--- config.mk ---
export PLATFORM = sky130hd
export DESIGN_NAME = id_ex_operand_reg_flat
export DESIGN_NICKNAME = d
export VERILOG_FILES = /design/src/rtl/id_ex_operand_reg_if.sv /design/src/rtl/id_ex_operand_reg.sv /design/src/flat_wrapper.sv
export SDC_FILE = /design/constraint.sdc
export NUM_CORES = 1
export LEC_CHECK = 0
export CORE_UTILIZATION = 44
export CTS_BUF_LIST = sky130_fd_sc_hd__clkbuf_2 sky130_fd_sc_hd__clkbuf_4 sky130_fd_sc_hd__clkbuf_8
export CTS_CLUSTER_SIZE = 28
export DETAILED_ROUTE_END_ITERATION = 8
export PLACE_DENSITY = 0.91
export REMOVE_ABC_BUFFERS = 1
export SLEW_MARGIN = 20
export SYNTH_ARGS = -nofsm -noshare
export SYNTH_HDL_FRONTEND = slang
export SYNTH_SLANG_ARGS = --single-unit
--- constraint.sdc ---
create_clock -name clk -period 2.3 [get_ports clk]
set_input_delay 0.46 -clock clk [delete_from_list [all_inputs] [get_ports clk]]
set_output_delay 0.46 -clock clk [all_outputs]
set_load 0.005 [all_outputs]
--- src/rtl/id_ex_operand_reg_if.sv ---
// ID/EX operand register bus: ID-stage inputs, forwarding sources and EX-stage outputs.
interface id_ex_operand_reg_if #(
  parameter int DATA_WIDTH     = 32,
  parameter int OP_WIDTH       = 4,
  parameter int REG_ADDR_WIDTH = 5
);
  logic                      stall, flush;
  logic                      inValid;
  logic [OP_WIDTH-1:0]       inAluFunc;
  logic [DATA_WIDTH-1:0]     inRsData, inRtData, inImm;
  logic                      inAluSrc;
  logic [REG_ADDR_WIDTH-1:0] inRs, inRt, inRd;
  logic                      inRegWrite, inMemRead, inMemWrite;
  logic                      exMemRegWrite;
  logic [REG_ADDR_WIDTH-1:0] exMemRd;
  logic [DATA_WIDTH-1:0]     exMemAluOut;
  logic                      memWbRegWrite;
  logic [REG_ADDR_WIDTH-1:0] memWbRd;
  logic [DATA_WIDTH-1:0]     memWbData;
  logic                      hazard, outValid;
  logic [OP_WIDTH-1:0]       aluFunc;
  logic [DATA_WIDTH-1:0]     A, B, storeData;
  logic [REG_ADDR_WIDTH-1:0] outRd;
  logic                      outRegWrite, outMemRead, outMemWrite;

  modport slave (
    input  stall, flush, inValid, inAluFunc, inRsData, inRtData, inImm, inAluSrc,
           inRs, inRt, inRd, inRegWrite, inMemRead, inMemWrite,
           exMemRegWrite, exMemRd, exMemAluOut, memWbRegWrite, memWbRd, memWbData,
    output hazard, outValid, aluFunc, A, B, storeData, outRd,
           outRegWrite, outMemRead, outMemWrite
  );

  modport master (
    output stall, flush, inValid, inAluFunc, inRsData, inRtData, inImm, inAluSrc,
           inRs, inRt, inRd, inRegWrite, inMemRead, inMemWrite,
           exMemRegWrite, exMemRd, exMemAluOut, memWbRegWrite, memWbRd, memWbData,
    input  hazard, outValid, aluFunc, A, B, storeData, outRd,
           outRegWrite, outMemRead, outMemWrite
  );
endinterface

--- src/rtl/id_ex_operand_reg.sv ---
// ID/EX pipeline register with EX/MEM and MEM/WB operand forwarding and
// load-use hazard detection (one-cycle bubble).
module id_ex_operand_reg #(
  parameter int DATA_WIDTH     = 32,
  parameter int OP_WIDTH       = 4,
  parameter int REG_ADDR_WIDTH = 5
) (
  input logic             clk,
  input logic             rst,
  id_ex_operand_reg_if.slave bus
);
  typedef struct packed {
    logic                      valid;
    logic [OP_WIDTH-1:0]       alu_func;
    logic [DATA_WIDTH-1:0]     rs_data;
    logic [DATA_WIDTH-1:0]     rt_data;
    logic [DATA_WIDTH-1:0]     imm;
    logic                      alu_src;
    logic [REG_ADDR_WIDTH-1:0] rs;
    logic [REG_ADDR_WIDTH-1:0] rt;
    logic [REG_ADDR_WIDTH-1:0] rd;
    logic                      reg_write;
    logic                      mem_read;
    logic                      mem_write;
  } ex_state_t;

  ex_state_t q;
  logic uses_rt, hazard;
  logic [DATA_WIDTH-1:0] fwd_rs, fwd_rt;

  function automatic logic [DATA_WIDTH-1:0] fwd(
    input logic [REG_ADDR_WIDTH-1:0] idx,
    input logic [DATA_WIDTH-1:0]     latched,
    input logic                      ex_we,
    input logic [REG_ADDR_WIDTH-1:0] ex_rd,
    input logic [DATA_WIDTH-1:0]     ex_data,
    input logic                      wb_we,
    input logic [REG_ADDR_WIDTH-1:0] wb_rd,
    input logic [DATA_WIDTH-1:0]     wb_data
  );
    // r0 is hardwired: a stale writer to r0 must never leak into the ALU
    if (idx == '0)                 return latched;
    if (ex_we && ex_rd == idx)     return ex_data;
    if (wb_we && wb_rd == idx)     return wb_data;
    return latched;
  endfunction

  always_comb begin
    uses_rt = !bus.inAluSrc || bus.inMemWrite;
    hazard  = !bus.stall && !bus.flush && bus.inValid && q.valid && q.mem_read &&
              (q.rd != '0) &&
              ((bus.inRs == q.rd) || (uses_rt && bus.inRt == q.rd));
  end

  always_ff @(posedge clk) begin
    if (rst) begin
      q <= '0;
    end else if (bus.stall) begin
      q <= q;
    end else if (bus.flush || hazard) begin
      // bubble: data fields hold, only the control bits are cleared
      q.valid     <= 1'b0;
      q.reg_write <= 1'b0;
      q.mem_read  <= 1'b0;
      q.mem_write <= 1'b0;
    end else begin
      q.valid     <= bus.inValid;
      q.alu_func  <= bus.inAluFunc;
      q.rs_data   <= bus.inRsData;
      q.rt_data   <= bus.inRtData;
      q.imm       <= bus.inImm;
      q.alu_src   <= bus.inAluSrc;
      q.rs        <= bus.inRs;
      q.rt        <= bus.inRt;
      q.rd        <= bus.inRd;
      q.reg_write <= bus.inRegWrite & bus.inValid;
      q.mem_read  <= bus.inMemRead  & bus.inValid;
      q.mem_write <= bus.inMemWrite & bus.inValid;
    end
  end

  assign fwd_rs = fwd(q.rs, q.rs_data, bus.exMemRegWrite, bus.exMemRd, bus.exMemAluOut,
                      bus.memWbRegWrite, bus.memWbRd, bus.memWbData);
  assign fwd_rt = fwd(q.rt, q.rt_data, bus.exMemRegWrite, bus.exMemRd, bus.exMemAluOut,
                      bus.memWbRegWrite, bus.memWbRd, bus.memWbData);

  assign bus.hazard      = hazard;
  assign bus.outValid    = q.valid;
  assign bus.aluFunc     = q.alu_func;
  assign bus.A           = fwd_rs;
  assign bus.B           = q.alu_src ? q.imm : fwd_rt;
  assign bus.storeData   = fwd_rt;
  assign bus.outRd       = q.rd;
  assign bus.outRegWrite = q.reg_write & q.valid;
  assign bus.outMemRead  = q.mem_read  & q.valid;
  assign bus.outMemWrite = q.mem_write & q.valid;
endmodule

--- src/flat_wrapper.sv ---
// flat-port wrapper written by rule: the top's interface ports become plain ports
module id_ex_operand_reg_flat 
#(
  parameter int DATA_WIDTH     = 32,
  parameter int OP_WIDTH       = 4,
  parameter int REG_ADDR_WIDTH = 5
)
  (clk, rst, bus_stall, bus_flush, bus_inValid, bus_inAluFunc, bus_inRsData, bus_inRtData, bus_inImm, bus_inAluSrc, bus_inRs, bus_inRt, bus_inRd, bus_inRegWrite, bus_inMemRead, bus_inMemWrite, bus_exMemRegWrite, bus_exMemRd, bus_exMemAluOut, bus_memWbRegWrite, bus_memWbRd, bus_memWbData, bus_hazard, bus_outValid, bus_aluFunc, bus_A, bus_B, bus_storeData, bus_outRd, bus_outRegWrite, bus_outMemRead, bus_outMemWrite);
  id_ex_operand_reg_if #(.DATA_WIDTH(DATA_WIDTH), .OP_WIDTH(OP_WIDTH), .REG_ADDR_WIDTH(REG_ADDR_WIDTH)) bus_i ();
  input logic clk;
  input logic rst;
  input wire logic [$bits(bus_i.stall)-1:0] bus_stall;
  input wire logic [$bits(bus_i.flush)-1:0] bus_flush;
  input wire logic [$bits(bus_i.inValid)-1:0] bus_inValid;
  input wire logic [$bits(bus_i.inAluFunc)-1:0] bus_inAluFunc;
  input wire logic [$bits(bus_i.inRsData)-1:0] bus_inRsData;
  input wire logic [$bits(bus_i.inRtData)-1:0] bus_inRtData;
  input wire logic [$bits(bus_i.inImm)-1:0] bus_inImm;
  input wire logic [$bits(bus_i.inAluSrc)-1:0] bus_inAluSrc;
  input wire logic [$bits(bus_i.inRs)-1:0] bus_inRs;
  input wire logic [$bits(bus_i.inRt)-1:0] bus_inRt;
  input wire logic [$bits(bus_i.inRd)-1:0] bus_inRd;
  input wire logic [$bits(bus_i.inRegWrite)-1:0] bus_inRegWrite;
  input wire logic [$bits(bus_i.inMemRead)-1:0] bus_inMemRead;
  input wire logic [$bits(bus_i.inMemWrite)-1:0] bus_inMemWrite;
  input wire logic [$bits(bus_i.exMemRegWrite)-1:0] bus_exMemRegWrite;
  input wire logic [$bits(bus_i.exMemRd)-1:0] bus_exMemRd;
  input wire logic [$bits(bus_i.exMemAluOut)-1:0] bus_exMemAluOut;
  input wire logic [$bits(bus_i.memWbRegWrite)-1:0] bus_memWbRegWrite;
  input wire logic [$bits(bus_i.memWbRd)-1:0] bus_memWbRd;
  input wire logic [$bits(bus_i.memWbData)-1:0] bus_memWbData;
  output wire logic [$bits(bus_i.hazard)-1:0] bus_hazard;
  output wire logic [$bits(bus_i.outValid)-1:0] bus_outValid;
  output wire logic [$bits(bus_i.aluFunc)-1:0] bus_aluFunc;
  output wire logic [$bits(bus_i.A)-1:0] bus_A;
  output wire logic [$bits(bus_i.B)-1:0] bus_B;
  output wire logic [$bits(bus_i.storeData)-1:0] bus_storeData;
  output wire logic [$bits(bus_i.outRd)-1:0] bus_outRd;
  output wire logic [$bits(bus_i.outRegWrite)-1:0] bus_outRegWrite;
  output wire logic [$bits(bus_i.outMemRead)-1:0] bus_outMemRead;
  output wire logic [$bits(bus_i.outMemWrite)-1:0] bus_outMemWrite;
  assign bus_i.stall = bus_stall;
  assign bus_i.flush = bus_flush;
  assign bus_i.inValid = bus_inValid;
  assign bus_i.inAluFunc = bus_inAluFunc;
  assign bus_i.inRsData = bus_inRsData;
  assign bus_i.inRtData = bus_inRtData;
  assign bus_i.inImm = bus_inImm;
  assign bus_i.inAluSrc = bus_inAluSrc;
  assign bus_i.inRs = bus_inRs;
  assign bus_i.inRt = bus_inRt;
  assign bus_i.inRd = bus_inRd;
  assign bus_i.inRegWrite = bus_inRegWrite;
  assign bus_i.inMemRead = bus_inMemRead;
  assign bus_i.inMemWrite = bus_inMemWrite;
  assign bus_i.exMemRegWrite = bus_exMemRegWrite;
  assign bus_i.exMemRd = bus_exMemRd;
  assign bus_i.exMemAluOut = bus_exMemAluOut;
  assign bus_i.memWbRegWrite = bus_memWbRegWrite;
  assign bus_i.memWbRd = bus_memWbRd;
  assign bus_i.memWbData = bus_memWbData;
  assign bus_hazard = bus_i.hazard;
  assign bus_outValid = bus_i.outValid;
  assign bus_aluFunc = bus_i.aluFunc;
  assign bus_A = bus_i.A;
  assign bus_B = bus_i.B;
  assign bus_storeData = bus_i.storeData;
  assign bus_outRd = bus_i.outRd;
  assign bus_outRegWrite = bus_i.outRegWrite;
  assign bus_outMemRead = bus_i.outMemRead;
  assign bus_outMemWrite = bus_i.outMemWrite;
  id_ex_operand_reg #(.DATA_WIDTH(DATA_WIDTH), .OP_WIDTH(OP_WIDTH), .REG_ADDR_WIDTH(REG_ADDR_WIDTH)) u_core (.clk(clk), .rst(rst), .bus(bus_i));
endmodule
==> Word-level counts from Yosys, hierarchy flattened <==
Index checks and enable logic that the tools add are counted.
{ "totals": {"in_bits": 200, "elab_cells": 74, "output_inout_bits": 110, "reg_bits": 120} }
{ "classes": {"bitwise": 8, "reduce_logical": 21, "mux": 27, "eq_ne": 6} }
{ "ops": {"columns": ["operator", "n"], "rows": [
  ["$mux 32", 13],
  ["$eq 5x5->1", 6],
  ["$mux 1", 13],
  ["$logic_and 1x1->1", 11],
  ["$logic_not 5->1", 2],
  ["$and 1x1->1", 6],
  ["$reduce_bool 5->1", 1],
  ["$logic_not 1->1", 3],
  ["$logic_or 1x1->1", 3],
  ["$mux 3", 1],
  ["$not 1->1", 2],
  ["$reduce_and 2->1", 1]
]} }

==> Longest topological paths before layout <==
Gate-level depths: netlist of the first run.
{ "depth": {"depth_word": 10, "depth_mapped": 8, "mapped_depth_nobuf": 5} }

==> Worst setup path after synthesis of the first run <==
Ideal clock, no wire load.
{ "synth_timing": {"kind": "in2out", "startpoint": "in bus_exMemRd[1]", "endpoint": "out bus_B[10]", "n_path_buf": 1, "required_time_ps": 1840, "stages": 6, "setup_slack_ps": -18, "arrival_ps": 1858, "cell_sequence": "xnor2_1 -> nand4_1 -> nor2_1 -> buf_2 -> mux2_2 -> a221o_1"} }
{ "synth_between": {"elab_chain_cells": 8, "word_cells_on_any_way": 10, "cone_classes": "1 x eq/ne; 8 x mux; 1 x reduce/logical"} }
{ "synth_lines": {"columns": ["item", "line_no", "rtl"], "rows": [
  ["from (decl)", "flat_wrapper.sv:27", "input wire logic [$bits(bus_i.exMemRd)-1:0] bus_exMemRd;"],
  ["$eq 5x5->1 (*)", "id_ex_operand_reg.sv:43", "if (ex_we && ex_rd == idx) return ex_data;"],
  ["$logic_and 1x1->1 (*)", "id_ex_operand_reg.sv:43", null],
  ["$mux 32", "id_ex_operand_reg.sv:43", null],
  ["$mux 32", "id_ex_operand_reg.sv:44", "if (wb_we && wb_rd == idx) return wb_data;"],
  ["$mux 32", "id_ex_operand_reg.sv:45", "return latched;"],
  ["$mux 32 (*)", "id_ex_operand_reg.sv:44", null],
  ["$mux 32 (*)", "id_ex_operand_reg.sv:43", null],
  ["$mux 32 (*)", "id_ex_operand_reg.sv:91", "assign bus.B = q.alu_src ? q.imm : fwd_rt;"],
  ["to (decl)", "flat_wrapper.sv:36", "output wire logic [$bits(bus_i.B)-1:0] bus_B;"]
]} }
Every way passes the cells marked *; elsewhere a longest branch is shown, timed or not. The select of a mux whose other input is x is not followed.

==> Worst setup path in the final report of the first run <==
{ "layout_timing": {"startpoint": "reg u_core.q[10] (netlist bit)", "endpoint": "out bus_B[15]"} }
{ "layout_between": {"elab_chain_cells": 9, "word_cells_on_any_way": 17, "cone_classes": "2 x eq/ne; 12 x mux; 3 x reduce/logical"} }
{ "layout_lines": {"columns": ["item", "line_no", "rtl"], "rows": [
  ["from (decl)", "id_ex_operand_reg.sv:27", "ex_state_t q;"],
  ["from (signal assigned)", "id_ex_operand_reg.sv:59", "q <= q;"],
  ["$eq 5x5->1", "id_ex_operand_reg.sv:44", null],
  ["$logic_and 1x1->1", "id_ex_operand_reg.sv:44", null],
  ["$mux 1 (2 in series)", "id_ex_operand_reg.sv:44", null],
  ["$mux 1", "id_ex_operand_reg.sv:43", null],
  ["$mux 32", "id_ex_operand_reg.sv:45", null],
  ["$mux 32", "id_ex_operand_reg.sv:44", null],
  ["$mux 32 (*)", "id_ex_operand_reg.sv:43", null],
  ["$mux 32 (*)", "id_ex_operand_reg.sv:91", null]
]} }
Marks and branches as above.

==> results of run 1 <==
how the worst max path moves through the flow:
stage	endpoint	depth (start not counted)
2_1_floorplan	u_core.q[0]	4
3_3_place_gp	bus_B[3]	8
3_5_place_dp	bus_B[9]	8
4_1_cts	bus_B[7]	9
5_1_grt	bus_B[15]	10
6_report	bus_B[15]	11
where the power goes:
part	total, W	switching [W]	internal, W	leakage (nW)
clock network	0.00219	0.000958	0.00123	0.216
logic	0.00261	0.00135	0.00127	5.21
registers	0.00242	0.000156	0.00227	0.997
flip-flops by register name (all words and copies together), names as in the netlist:
name	cells
u_core.bus.aluFunc	4
u_core.bus.outValid	1
u_core.bus.outRd	5
u_core.q	110
per-stage QoR:
step | hold WS, ns | TNS, ns | area [µm²] | cells | utilization, %
2_1_floorplan | 0.441 | -878.23 | 8890 | 1242 | -
3_3_place_gp | 0.454 | -113.84 | 13400 | 1916 | 63.0
3_5_place_dp | 0.467 | -120.08 | 13400 | 1916 | 63.0
4_1_cts | 0.491 | -48.30 | 14600 | 2006 | 68.8
5_1_grt | 0.511 | -59.91 | 14900 | 2021 | 70.1
6_report | 0.489 | -52.10 | 14900 | 2022 | 70.1
layout make-up:
| cell class | instances | share of cell area [%] |
|---|---|---|
| inverters | 63 | 1.62 |
| clock inverters | 12 | 1.18 |
| clock buffers | 20 | 1.77 |
| repair buffers | 471 | 31.3 |
| well taps | 275 | 2.31 |
| diodes | 2 | 0.0336 |
| flip-flops and latches | 120 | 16.3 |
| multi-input cells | 1059 | 45.5 |
worst max-delay path, cell delays in order (launching register included):
cell	delay (ns)
dfxtp_2	0.35
buf_6	0.13
xnor2_2	0.16
nand4_1	0.15
buf_6	0.17
o22ai_4	0.23
buf_6	0.18
clkbuf_16	0.17
buf_6	0.11
a21oi_2	0.04
a221o_1	0.26
buf_2	0.13
what timing repair did:
action,in CTS,in global routing
setup buffers,52,22
pin swaps,71,49
gates resized for setup,499,87
gates cloned,10,5
setup endpoints to repair,97,113
layer usage:
| layer | vias up | GRT usage [%] | wire length (µm) |
|---|---|---|---|
| met1 | 6084 | 42.7 | 16200 |
| met2 | 978 | 59.9 | 20500 |
| met3 | 229 | 11.1 | 5360 |
| li1 | 5758 | - | - |
| met4 | 0 | 24.7 | 2940 |
| met5 | - | 0 | 0 |
cells in the final DEF (no fill, tap or decap), types with 4 or more instances in the layout:
master / synthesis / final
dlygate4sd2_1: 0 / 13
clkbuf_2: 0 / 11
dfxtp_1: 120 / 107
o211ai_1: 5 / 5
o311ai_1: 79 / 79
nand4_1: 35 / 35
xnor2_1: 16 / 10
clkbuf_16: 0 / 5
bufinv_16: 0 / 4
xor2_1: 14 / 14
mux2_4: 0 / 31
buf_16: 0 / 8
nand2_1: 265 / 261
and2_1: 6 / 6
clkdlybuf4s50_1: 0 / 198
o311ai_0: 37 / 37
o221ai_2: 0 / 23
nor3_2: 0 / 8
inv_1: 62 / 62
and3_1: 117 / 116
nor2_1: 125 / 123
buf_4: 18 / 67
nand2b_1: 32 / 32
clkbuf_8: 0 / 18
a22o_1: 35 / 33
a21oi_1: 150 / 143
dfxtp_2: 0 / 10
buf_2: 28 / 84
buf_8: 0 / 9
nor3_1: 32 / 24
a221o_1: 29 / 29
nand3_1: 8 / 8
buf_6: 1 / 47
xnor2_2: 0 / 6
a21oi_2: 0 / 6
buf_12: 0 / 28
cells by family after synthesis:
family                 count (synthesis)  synth area share, %
AO/OA/AOI/OAI                        371                 28.5
buffers and inverters                225                 9.93
flip-flops                           120                 25.0
XOR/XNOR                              30                 2.73
AND/OR/NAND/NOR                      626                 30.1
multiplexers                          32                 3.75
==> impl_metrics.env, run 1 <==
export IMPL_multiInputGateArea_mm2=0.00677
export IMPL_clk_latency_ns=0.45
export IMPL_rsz0062_at_grt="yes"
export IMPL_critPathKind="reg -> out"
export IMPL_h_tree_depth=4
export IMPL_synth_area_leader_cell="dfxtp_1"
export IMPL_total_power_w=0.00722
export IMPL_yosys_top_cells_area="dfxtp_1, nand2_1, a21oi_1"
export IMPL_fin_nets=1932
export IMPL_cap_violations=0
export IMPL_synth_area_mm2=0.00961
export IMPL_tightest_slew_ns=0.488
export IMPL_dp_hpwl_um=25700
export IMPL_reg2reg_from="u_core.bus.outRd[1]"
export IMPL_holdPathEnd="u_core.q[1]"
export IMPL_r2r_cells=6
export IMPL_r2r_end="u_core.q[75]"
export IMPL_drt_wl_total_um=45000
export IMPL_areaGrowthSynthToFinish_pct=54.8
export IMPL_cts_tree="done"
export IMPL_die_h_um=150
export IMPL_cts_buffers=17
export IMPL_post_place_ws_ns=-1.14
export IMPL_first_pass_iters=8
export IMPL_fin_crit_sh_pct=130
export IMPL_reg2reg_slack_ns=0.12
export IMPL_numPortBuffers=309
export IMPL_synth_top_area_share_pct=25.0
export IMPL_synth_edf_count=0
export IMPL_core_mm2=0.0212
export IMPL_antenna_found_initial=2
export IMPL_timing_final_ws_setup_ns=-0.692
export IMPL_final_min_clock_period_ns=2.99
export IMPL_die_w_um=150
export IMPL_start_kind="flop"
export IMPL_num_fill_cells=1539
export IMPL_ys_ff_latch=120
export IMPL_synth_common_cells="nand2_1, a21oi_1, nor2_1, dfxtp_1, and3_1"
export IMPL_rows=53
export IMPL_ios=310
export IMPL_yosysMostFrequentCell="nand2_1"
export IMPL_ys_types=38
export IMPL_worstHoldStart="u_core.q[1]"
export IMPL_power_per_cell_area_mw_per_mm2=485
export IMPL_cp_arrival_ns=2.53
export IMPL_slew_viol_final=0
export IMPL_gp_congestion=0.921
export IMPL_holdPathStages=1
export IMPL_syn_inst=1404
export IMPL_overflow=0
export IMPL_grt_usage_pct=37.2
export IMPL_total_leakage_power_nw=6.43
export IMPL_synth_top_flop_cell="dfxtp_1"
export IMPL_cp_startpoint="u_core.q[10]"
export IMPL_register_area_mm2=0.00243
export IMPL_max_freq_mhz=334
export IMPL_cts_path_max_buffers=2
export IMPL_drtIter0Drc=1516
export IMPL_drc_errors=0
export IMPL_grt_pass1_vias=12300
export IMPL_setup_violations_final=96
export IMPL_path_clk_slew_ns=0.08
export IMPL_wl_per_cell_um=22.2
export IMPL_async_flop_share_pct=0
export IMPL_die_area_mm2=0.0224
export IMPL_worstPathMaxFanout=7
export IMPL_ant_nets=0
export IMPL_grt_max_degree=119
export IMPL_postCtsHoldBufs=0
export IMPL_vias_per_cell=6.45
export IMPL_grt_pass1_wl_um=64800
export IMPL_finalClockSkew_ns=0.0148
export IMPL_via_count=13000
export IMPL_status="complete, but fails checks"
export IMPL_final_hold_viol_count=0
export IMPL_synth_warnings=0
export IMPL_drive_above_1_share_pct=23.0
export IMPL_hold_path_class="reg -> reg"
export IMPL_cts_root_buffer="clkbuf_8"
export IMPL_cts_sinks=120
export IMPL_seq_area_frac_synth_pct=25.0
export IMPL_syn_avg_cell_area_um2=6.85
export IMPL_critPathRequiredTime_ns=1.84
export IMPL_slew_headroom_pct=67.5
export IMPL_irDropWorstVdd_mv=0.430
export IMPL_endpoint_kind="primary output"
export IMPL_initial_core_util_pct=45.3
export IMPL_failed_checks="negative setup slack"
No activity file was read; power rests on OpenSTA's default activity.
==> inputs of run 2 (changes only) <==
Settings changed: CORE_UTILIZATION 44 to 52, GPL_TIMING_DRIVEN set to 0, PLACE_DENSITY 0.91 to 0.95.
Clock period 2.3 ns to 3.7 ns, I/O delays scaled along.
==> run 2 against run 1 <==
The run still ends with negative setup slack left; clock skew hardly changed; global-route usage grew 4.0 points; die area decreased by 15%.
==> impl_metrics.env, run 2 (same netlist as run 1, synthesis figures left out) <==
export IMPL_drive_above_1_share_pct=11.5
export IMPL_final_cell_mix="nand2_1, clkdlybuf4s50_1, a21oi_1, nor2_1, and3_1"
export IMPL_path_clk_slew_ns=0.07
export IMPL_irDropWorstVdd_mv=0.247
export IMPL_cts_path_max_buffers=2
export IMPL_wl_per_cell_um=22.2
export IMPL_cts_buffers=17
export IMPL_core_mm2=0.0180
export IMPL_fin_crit_sh_pct=101
export IMPL_final_util_pct=79.2
export IMPL_path_buf_inv=2
export IMPL_numPortBuffers=309
export IMPL_failed_checks="negative setup slack"
export IMPL_postLayoutCellArea_mm2=0.0143
export IMPL_clk_latency_ns=0.45
export IMPL_status="complete, but fails checks"
export IMPL_total_leakage_power_nw=6.35
export IMPL_start_kind="input port"
export IMPL_dp_hpwl_um=24300
export IMPL_regMostFlops="u_core.q"
export IMPL_antenna_found_initial=1
export IMPL_crit_family="buffers and inverters"
export IMPL_tightest_slew_ns=0.948
export IMPL_post_place_ws_ns=-1.35
export IMPL_die_area_mm2=0.0190
export IMPL_setup_violations_final=10
export IMPL_initial_core_util_pct=53.3
export IMPL_hold_path_class="reg -> reg"
export IMPL_crit_slowest_cell="or2_2"
export IMPL_slew_headroom_pct=36.6
export IMPL_critPathRequiredTime_ns=2.96
export IMPL_die_h_um=138
export IMPL_drt_wl_total_um=42100
export IMPL_worstPathMaxFanout=14
export IMPL_grt_max_degree=91
export IMPL_final_min_clock_period_ns=3.73
export IMPL_grt_usage_pct=41.2
export IMPL_drc_errors=0
export IMPL_vias_per_cell=6.70
export IMPL_cts_tree="done"
export IMPL_final_common_cell="nand2_1"
export IMPL_fin_nets=1852
export IMPL_final_hold_viol_count=0
export IMPL_drtIter0Drc=1498
export IMPL_areaGrowthSynthToFinish_pct=48.6
export IMPL_place_area_mm2=0.0131
export IMPL_grt_pass1_wl_um=60700
export IMPL_power_per_cell_area_mw_per_mm2=314
export IMPL_hold_ws_ns=0.487
export IMPL_ios=310
export IMPL_largest_reg_flops=110
export IMPL_ant_nets=0
export IMPL_cts_root_buffer="clkbuf_8"
export IMPL_endpoint_kind="primary output"
export IMPL_grt_pass1_vias=11900
export IMPL_h_tree_depth=4
export IMPL_cap_violations=0
export IMPL_critPathKind="in -> out"
export IMPL_max_freq_mhz=268
export IMPL_max_stage_delay_ns=0.62
export IMPL_first_pass_iters=8
export IMPL_slew_viol_final=0
export IMPL_crit_top_cell="clkdlybuf4s50_1"
export IMPL_die_w_um=138
export IMPL_overflow=0
export IMPL_gp_congestion=0.851
export IMPL_finalClockSkew_ns=0.0144
export IMPL_rows=49
export IMPL_cp_arrival_ns=2.99
export IMPL_crit_chain="clkdlybuf4s50_1, nand2_1, or2_2, o221ai_1, clkdlybuf4s50_1"
export IMPL_cts_sinks=120
export IMPL_timing_final_ws_setup_ns=-0.0315
export IMPL_via_count=12700
-- run 2: metal layers --
layer  global-route usage (%)  wire length [µm]
met1                     46.6             14500
met4                     26.9              2870
met3                     12.1              5620
met5                        0                 0
met2                     67.4             19100
-- run 2: power breakdown --
part | total, W | switching [W] | internal, W
Combinational | 0.00158 | 0.000815 | 0.000765
Clock | 0.00139 | 0.000595 | 0.000795
Sequential | 0.00152 | 0.000111 | 0.00141
-- run 2: what timing repair did --
item / CTS / global route
setup endpoints to repair: 97 / 92
hold endpoints to repair: 0 / 0
gates resized for setup: 83 / 67
gates cloned: 8 / 3
pin swaps: 12 / 17
hold buffers: 0 / 0
buffers inserted: 27 / 7
-- run 2: final cells by class --
type	count	area, µm²
diodes	1	2.50
clock buffers	21	283
clock inverters	11	170
fillers	1185	3740
inverters	63	241
multi-input cells	1066	6590
flip-flops and latches	120	2410
well taps	229	287
repair buffers	384	4300
-- run 2: final timing paths --
path	startpoint	endpoint	slack [ns]	cells after the start
setup / recovery	bus_exMemRegWrite	bus_A[30]	-0.03	5
setup reg to reg	u_core.bus.outRd[4]	u_core.q[36]	1.03	10
hold reg to reg	u_core.q[0]	u_core.q[0]	0.49	1
hold / removal	u_core.q[0]	u_core.q[0]	0.49	1
-- run 2: through the flow --
| step | TNS, ns | cells | total power, W |
|---|---|---|---|
| 6_report | -0.162 | 1895 | 0.00449 |
| 5_1_grt | -1.01 | 1894 | 0.00464 |
| 4_1_cts | 0 | 1885 | 0.00440 |
| 3_5_place_dp | -95.17 | 1818 | 0.00295 |
| 3_3_place_gp | -1605.30 | 1780 | 0.00282 |
| 2_1_floorplan | -671.54 | 1242 | 0.00215 |
